==> src/rtl/cmplx_mult_seq.sv <==
// Sequential complex multiplier: (a_re + j*a_im) x (b_re + j*b_im) using one
// signed shift-add core that retires one multiplier bit per clock.
module cmplx_mult_seq #(
  parameter int W = 5
) (
  input  logic                clk,
  input  logic                rst_n,
  input  logic                start,
  input  logic signed [W-1:0] a_re,
  input  logic signed [W-1:0] a_im,
  input  logic signed [W-1:0] b_re,
  input  logic signed [W-1:0] b_im,
  output logic                busy,
  output logic                done,
  output logic signed [2*W:0] p_re,
  output logic signed [2*W:0] p_im
);

  localparam int CW = $clog2(W);
  localparam logic [CW-1:0] LAST_BIT = CW'(W - 1);

  typedef enum logic [1:0] {
    IDLE = 2'd0,
    MUL  = 2'd1,
    DONE = 2'd2
  } state_e;

  state_e               state_q, state_d;
  logic signed [W-1:0]  a_re_q, a_re_d, a_im_q, a_im_d;
  logic signed [W-1:0]  b_re_q, b_re_d, b_im_q, b_im_d;
  logic signed [2*W-1:0] psum_q, psum_d;
  logic signed [2*W:0]  acc_re_q, acc_re_d, acc_im_q, acc_im_d;
  logic signed [2*W:0]  p_re_q, p_re_d, p_im_q, p_im_d;
  logic [CW-1:0]        bit_q, bit_d;
  logic [1:0]           idx_q, idx_d;
  logic                 busy_q, busy_d, done_q, done_d;

  logic signed [W-1:0]   mcand, mplier;
  logic signed [2*W-1:0] shifted, addend, psum_nxt;
  logic signed [2*W:0]   prod_ext;

  // Product order: P0=a_re*b_re, P1=a_im*b_im, P2=a_re*b_im, P3=a_im*b_re.
  always_comb begin
    mcand  = a_re_q;
    mplier = b_re_q;
    unique case (idx_q)
      2'd0: begin mcand = a_re_q; mplier = b_re_q; end
      2'd1: begin mcand = a_im_q; mplier = b_im_q; end
      2'd2: begin mcand = a_re_q; mplier = b_im_q; end
      2'd3: begin mcand = a_im_q; mplier = b_re_q; end
    endcase
  end

  // The multiplier MSB carries negative weight, so that partial is subtracted.
  assign shifted  = {{W{mcand[W-1]}}, mcand} <<< bit_q;
  assign addend   = !mplier[bit_q]      ? '0 :
                    (bit_q == LAST_BIT) ? -shifted : shifted;
  assign psum_nxt = psum_q + addend;
  assign prod_ext = {psum_nxt[2*W-1], psum_nxt};

  always_comb begin
    // NOTE: every signal driven here gets a default first, otherwise paths
    // that skip an assignment would infer latches.
    state_d  = state_q;
    a_re_d   = a_re_q;
    a_im_d   = a_im_q;
    b_re_d   = b_re_q;
    b_im_d   = b_im_q;
    psum_d   = psum_q;
    acc_re_d = acc_re_q;
    acc_im_d = acc_im_q;
    p_re_d   = p_re_q;
    p_im_d   = p_im_q;
    bit_d    = bit_q;
    idx_d    = idx_q;
    done_d   = 1'b0;

    unique case (state_q)
      IDLE: begin
        if (start) begin
          a_re_d   = a_re;
          a_im_d   = a_im;
          b_re_d   = b_re;
          b_im_d   = b_im;
          psum_d   = '0;
          acc_re_d = '0;
          acc_im_d = '0;
          bit_d    = '0;
          idx_d    = '0;
          state_d  = MUL;
        end
      end

      MUL: begin
        if (bit_q == LAST_BIT) begin
          unique case (idx_q)
            2'd0: acc_re_d = acc_re_q + prod_ext;
            2'd1: acc_re_d = acc_re_q - prod_ext;
            2'd2: acc_im_d = acc_im_q + prod_ext;
            2'd3: acc_im_d = acc_im_q + prod_ext;
          endcase
          psum_d = '0;
          bit_d  = '0;
          idx_d  = idx_q + 2'd1;
          if (idx_q == 2'd3) begin
            p_re_d  = acc_re_d;
            p_im_d  = acc_im_d;
            done_d  = 1'b1;
            state_d = DONE;
          end
        end else begin
          psum_d = psum_nxt;
          bit_d  = bit_q + CW'(1);
        end
      end

      DONE: state_d = IDLE;

      default: state_d = IDLE;
    endcase

    busy_d = (state_d == MUL);
  end

  always_ff @(posedge clk) begin
    // NOTE: sequential state uses non-blocking assignments so every flop
    // samples pre-edge values regardless of statement order.
    if (!rst_n) begin
      state_q  <= IDLE;
      a_re_q   <= '0;
      a_im_q   <= '0;
      b_re_q   <= '0;
      b_im_q   <= '0;
      psum_q   <= '0;
      acc_re_q <= '0;
      acc_im_q <= '0;
      p_re_q   <= '0;
      p_im_q   <= '0;
      bit_q    <= '0;
      idx_q    <= '0;
      busy_q   <= 1'b0;
      done_q   <= 1'b0;
    end else begin
      state_q  <= state_d;
      a_re_q   <= a_re_d;
      a_im_q   <= a_im_d;
      b_re_q   <= b_re_d;
      b_im_q   <= b_im_d;
      psum_q   <= psum_d;
      acc_re_q <= acc_re_d;
      acc_im_q <= acc_im_d;
      p_re_q   <= p_re_d;
      p_im_q   <= p_im_d;
      bit_q    <= bit_d;
      idx_q    <= idx_d;
      busy_q   <= busy_d;
      done_q   <= done_d;
    end
  end

  assign busy = busy_q;
  assign done = done_q;
  assign p_re = p_re_q;
  assign p_im = p_im_q;

endmodule

==> config.mk <==
export PLATFORM = sky130hd
export DESIGN_NAME = cmplx_mult_seq
export DESIGN_NICKNAME = d
export VERILOG_FILES = /design/src/rtl/cmplx_mult_seq.sv
export SDC_FILE = /design/constraint.sdc
export NUM_CORES = 1
export LEC_CHECK = 0
export ABC_AREA = 1
export CORE_UTILIZATION = 65
export CTS_BUF_LIST = sky130_fd_sc_hd__clkbuf_2 sky130_fd_sc_hd__clkbuf_4 sky130_fd_sc_hd__clkbuf_8
export DETAILED_ROUTE_END_ITERATION = 12
export PLACE_DENSITY = 0.91
export SYNTH_ARGS = -nofsm -noshare
export SYNTH_HDL_FRONTEND = slang
export SYNTH_SLANG_ARGS = --single-unit
==> constraint.sdc <==
create_clock -name clk -period 8.2 [get_ports clk]
set_input_delay 2.46 -clock clk [delete_from_list [all_inputs] [get_ports clk]]
set_output_delay 2.46 -clock clk [all_outputs]
set_load 0.01 [all_outputs]
* After elaboration in Yosys (flattened, before gate mapping) *
Cells that the tools add are included.

word-level totals
  output and inout bits = 24
  logic and storage cells = 71
  flip-flop bits (word level) = 83

cells by class
  magnitude comparators = 1
  eq/ne operators = 8
  add/subtract/negate cells = 7
  shift operators = 1
  reduce and logical (&&, ||, !) cells = 13
  mux-type cells = 27

operator list
  kind                                                         number
  case mux 11 bit (2 select lines)                             3
  2-to-1 mux 11 bit                                            4
  2-to-1 mux 10 bit                                            4
  adder 11 x 10 -> 11 bit                                      2
  case mux 10 bit (2 select lines)                             1
  case mux 5 bit (2 select lines)                              2
  subtractor 11 x 10 -> 11 bit                                 1
  adder 10 bit                                                 1
  2-to-1 mux 2 bit                                             5
  negator 10 bit                                               1
  OR reduction 2 bit                                           5
  <<< shifter 10 x 3 -> 10 bit                                 1
  AND reduction 3 bit                                          3
  case mux 2 bit (2 select lines)                              2
  == test 2 x 1 -> 1 bit (second input constant)               3
  2-to-1 mux 3 bit                                             2
  case mux 3 bit (2 select lines)                              1
  == test 2 bit (second input constant)                        2
  logical NOT 2 bit                                            2
  less-than comparator 3 x 4 -> 1 bit (second input constant)  1
  inequality test 2 bit (second input constant)                2
  AND reduction 2 bit                                          2
  adder 3 x 1 -> 3 bit (second input constant)                 1
  binary-select mux 1 bit (select 3 bit)                       1
  4 further kinds                                              5

* Longest topological paths before layout *
  word-level depth = 12
  gate-level depth with buffers = 41

* Least setup slack after synthesis *
Ideal clock, no wire load.

  path kind = register to register
  from = register idx_q[1]
  to = register p_re_q[9], in the netlist p_re[9]
  stages on the path, launching flop included = 35
  setup slack = 3.274 ns
  arrival = 4.811 ns
  library setup time = 0.115 ns
  path through = dfxtp_1 inv_1 ha_1 buf_6 nor2_4 nand2_1 nand3_1 and2_1 nand3_2 ha_1 inv_1 nand2_1 a21oi_1 ha_1 a21o_1 o21bai_2 xor2_1 inv_1 nor3b_1 or2_2 xor2_1 ha_1 nand2_1 nor4_1 nor2_1 nor2_1 nor2_1 o21ai_0 and2_1 o21ai_0 nand2_1 xnor2_1 o21ai_0 o21ai_0 inv_1

on the way
  cells in the longest elaborated chain, start to end = 10
  elaborated cells between the ends (all ways) = 21
  those cells by class = add/sub (4); eq/ne (3); shift (1); mux (7); reduce/logical (6)

ends and longest elaborated chain
  what                                                                     line     text
  from (decl)                                                              35       logic [1:0] idx_q, idx_d;
  from (signal assigned)                                                   155      idx_q <= idx_d;
  == test 2 bit (tied with other cells)                                    46, 105
  OR reduction 2 bit (no line)                                             n/a
  case mux 5 bit (2 select lines)                                          46       unique case (idx_q)
  <<< shifter 10 x 3 -> 10 bit                                             55       assign shifted = {{W{mcand[W-1]}}, mcand} <<< bit_q;
  negator 10 bit                                                           57       (bit_q == LAST_BIT) ? -shifted : shifted;
  2-to-1 mux 10 bit                                                        57
  2-to-1 mux 10 bit                                                        56       assign addend = !mplier[bit_q] ? '0 :
  adder 10 bit                                                             58       assign psum_nxt = psum_q + addend;
  subtractor 11 x 10 -> 11 bit or adder 11 x 10 -> 11 bit (tied branches)  98, 97
  case mux 11 bit (2 select lines)                                         96       unique case (idx_q)
  to (signal assigned)                                                     152      p_re_q <= p_re_d;
  to (decl)                                                                33       logic signed [2*W:0] p_re_q, p_re_d, p_im_q, p_im_d;

Parallel ways exist; a longest one is shown, timed or not. The select of a mux whose other input is x is not followed.
A chain may end at the register's enable or synchronous reset.

* Worst setup path in the final report *
Ends and elaborated chain as after synthesis.

==> summary.txt <==
Status
  – Status: finished, final reports clean

Synth
  – Post-synth top cells: nand2_1, nor2_1, inv_1
  – Top-area cell type share of the netlist area: 0.312
  – EDFF count, synth: 0
  – Cell taking the most area after synthesis: dfxtp_1
  – Top post-synthesis cells by area: dfxtp_1, nand2_1, ha_1
  – Syn Area/Cell: 6.61 µm²
  – Sequential fraction of the synthesis area: 0.312
  – Total number of yosys warnings: 0
  – Async SR Flop Fraction: 0
  – Top-count cell post-synth: nand2_1
  – Register bit total from synthesis: 83
  – Ys flop type: dfxtp_1
  – Cell variety after synth: 45
  – Net Count, Synth: 867
  – Mapped Area: 5320 µm²
  – Synth Instances: 804

Layout
  – Multi-input gate area: 3170 µm²
  – Final instance area: 5980 µm²
  – Share of layout cells above drive strength 1: 0.0501
  – Diodes inserted: 0
  – P&R area growth vs syn: 12.5%
  – Register Area: 1660 µm²
  – Fillcell total: roughly 610
  – Fin util: 0.766
  – Fin nets: 897

GRT
  – Antenna violations before repair: 0
  – Grt total ovfl: 0
  – Vias in the first global route: 5,000
  – Total Routing Usage GR: 0.324
  – First-pass GRT wire length: 22,100 µm
  – Largest net degree at the start of global routing: 60

Clocking
  – CTS buffer count: 9
  – Root Buffer: clkbuf_8
  – Clk slew on worst S/H paths: 0.09 ns
  – Post-CTS Resized: 0
  – H-tree Lvls: 3
  – CTS Hold Bufs: 0
  – Clock Sinks: 83
  – Clock Latency Late Sink: 0.37 ns
  – TritonCTS clock tree: yes
  – Total setup buffers inserted after CTS: 0
  – Deepest clock path buffer count: 2

Timing
  – Final hold violations: 0
  – Post-route setup TNS: 0 ns
  – Min Clock Period, post-route: about 6 ns
  – RSZ-0062 raised after global routing: false
  – Fin crit share: 0.717
  – Worst clock skew: 0.0129 ns
  – Max-slew violation total from the final report: 0
  – Final worst setup slack: 2.32 ns
  – Final setup vio count: 0
  – Worst slew margin relative to its limit: 0.298
  – FMAX: 0.170 GHz
  – Tightest Pin Transition: ~1.1 ns

Critical path
  – CP max stage delay: ~0.38 ns
  – Critical Path RT: 8.47 ns
  – Slowest stage cell on the critical path: dfxtp_1
  – CP startpoint kind: flop
  – Buf/Inv on CP: 4
  – CP top delay family: simple AND/OR/NAND/NOR gates
  – Critical Path AT: 6.15 ns
  – Worst setup EP type: flop
  – Largest fanout on the critical path: 7
  – CP Class: flop to flop

Pwr
  – Peak supply drop: 0.000101 V
  – Leakage: 2.77 nW
  – P per Cell Area: about 170 nW/µm²
  – Design Power: 1.03 mW

Floorplan
  – Row cnt: 32
  – I/O pins: 47
  – Die area: 8550 µm²
  – Die height: 92.5 µm
  – Core Footprint: between 7000 and 8000 µm²
  – Die width: 92.5 µm
  – Starting Density: 0.681

Flow run
  – Max Cap Viol: 0

Placement
  – Detailed Place HPWL: 9830 µm
  – Area after DPL: between 5000 and 6000 µm²
  – Place WS: about 2.3 ns
  – GP Congestion: 0.884
  – Port Buffer Count: 46

Drt
  – Antenna viol nets, final: 0
  – Via-to-Cell Ratio: roughly 5.6
  – Initial DRC count: 281
  – Post-Route WL: 13,000 µm
  – DRC: 0
  – Avg WL per Cell: 13.9 µm
  – Via count: between 5,000 and 6,000
  – First-pass iteration count of the detailed router: 7

Worst hold path
  – Hold Path Class: flop to flop
[logic make-up after synthesis]
family	count (synthesis)	share of synthesized area
xor+xnor	24	0.0409
simple gates	362	0.285
fa+ha+maj	40	0.0984
buf+inv	125	0.0915
flops	83	0.312
compound gates	170	0.171
[layout by cell type (no fill, tap or decap), types with 7 or more instances in the layout]
cell type	n
o31ai_1	8
o21ai_0	73
inv_2	7
ha_1	37
nor3_1	12
xnor2_1	7
inv_1	88
xor2_1	16
nand2_1	182
clkbuf_8	9
nor2_1	98
dfxtp_1	83
clkdlybuf4s50_1	46
a21oi_1	70
nand3_1	41
[through the flow]
stage / instances / hold WS (ns)
floorplan: 804 / 0.430
global placement: 925 / 0.453
detailed placement: 925 / 0.455
CTS: 941 / 0.469
global route: 941 / 0.498
finish: 941 / 0.469
[final timing paths]
kind	start	depth (start not counted)	end	slack, ns
setup / recovery	idx_q[1]	33	p_re[9]	2.32
hold / removal	p_re[1]	2	p_re[1]	0.47
setup reg to reg	idx_q[1]	33	p_re[9]	2.32
hold reg to reg	p_re[1]	2	p_re[1]	0.47
[worst register-to-register path, delay by kind of cell, from the launching register on]
family | cells | cell delay (ns)
AOI/OAI and AO/OA | 7 | 1.17
xor gates and xnor gates | 3 | 0.43
adders and majority gates | 4 | 1.23
buffers and inverters | 4 | 0.39
DFF | 1 | 0.38
and+or+nand+nor | 15 | 2.19
[state kept, by name (all words and copies together), names as in the netlist]
signal    cells
busy          1
b_im_q        5
p_im         11
p_re         11
state_q       2
b_re_q        5
idx_q         2
a_re_q        5
done          1
psum_q       10
acc_re_q     11
a_im_q        5
bit_q         3
acc_im_q     11
[layout make-up]
cell class / instances / area share
Multi-Input combinational cell: 596 / 0.530
Clock buffer: 9 / 0.0207
Timing Repair Buffer: 47 / 0.0782
Inverter: 97 / 0.0617
Sequential cell: 83 / 0.278
Tap cell: 102 / 0.0213
Clock inverter: 7 / 0.0107
[layer usage]
metal / track usage / up-vias / wire, µm
li1: - / 2666 / -
met5: 0 / - / 0
met1: 0.389 / 2386 / 5340
met4: 0.155 / 0 / 506
met3: 0.0542 / 42 / 827
met2: 0.559 / 187 / 6370
[power breakdown]
part | internal (mW) | total (mW) | switching, mW | leakage (nW)
clock | 0.117 | 0.287 | 0.170 | 0.0907
combinational | 0.119 | 0.320 | 0.201 | 2.01
sequential | 0.414 | 0.424 | 0.00914 | 0.674
Power figures use the tool's default switching activity.
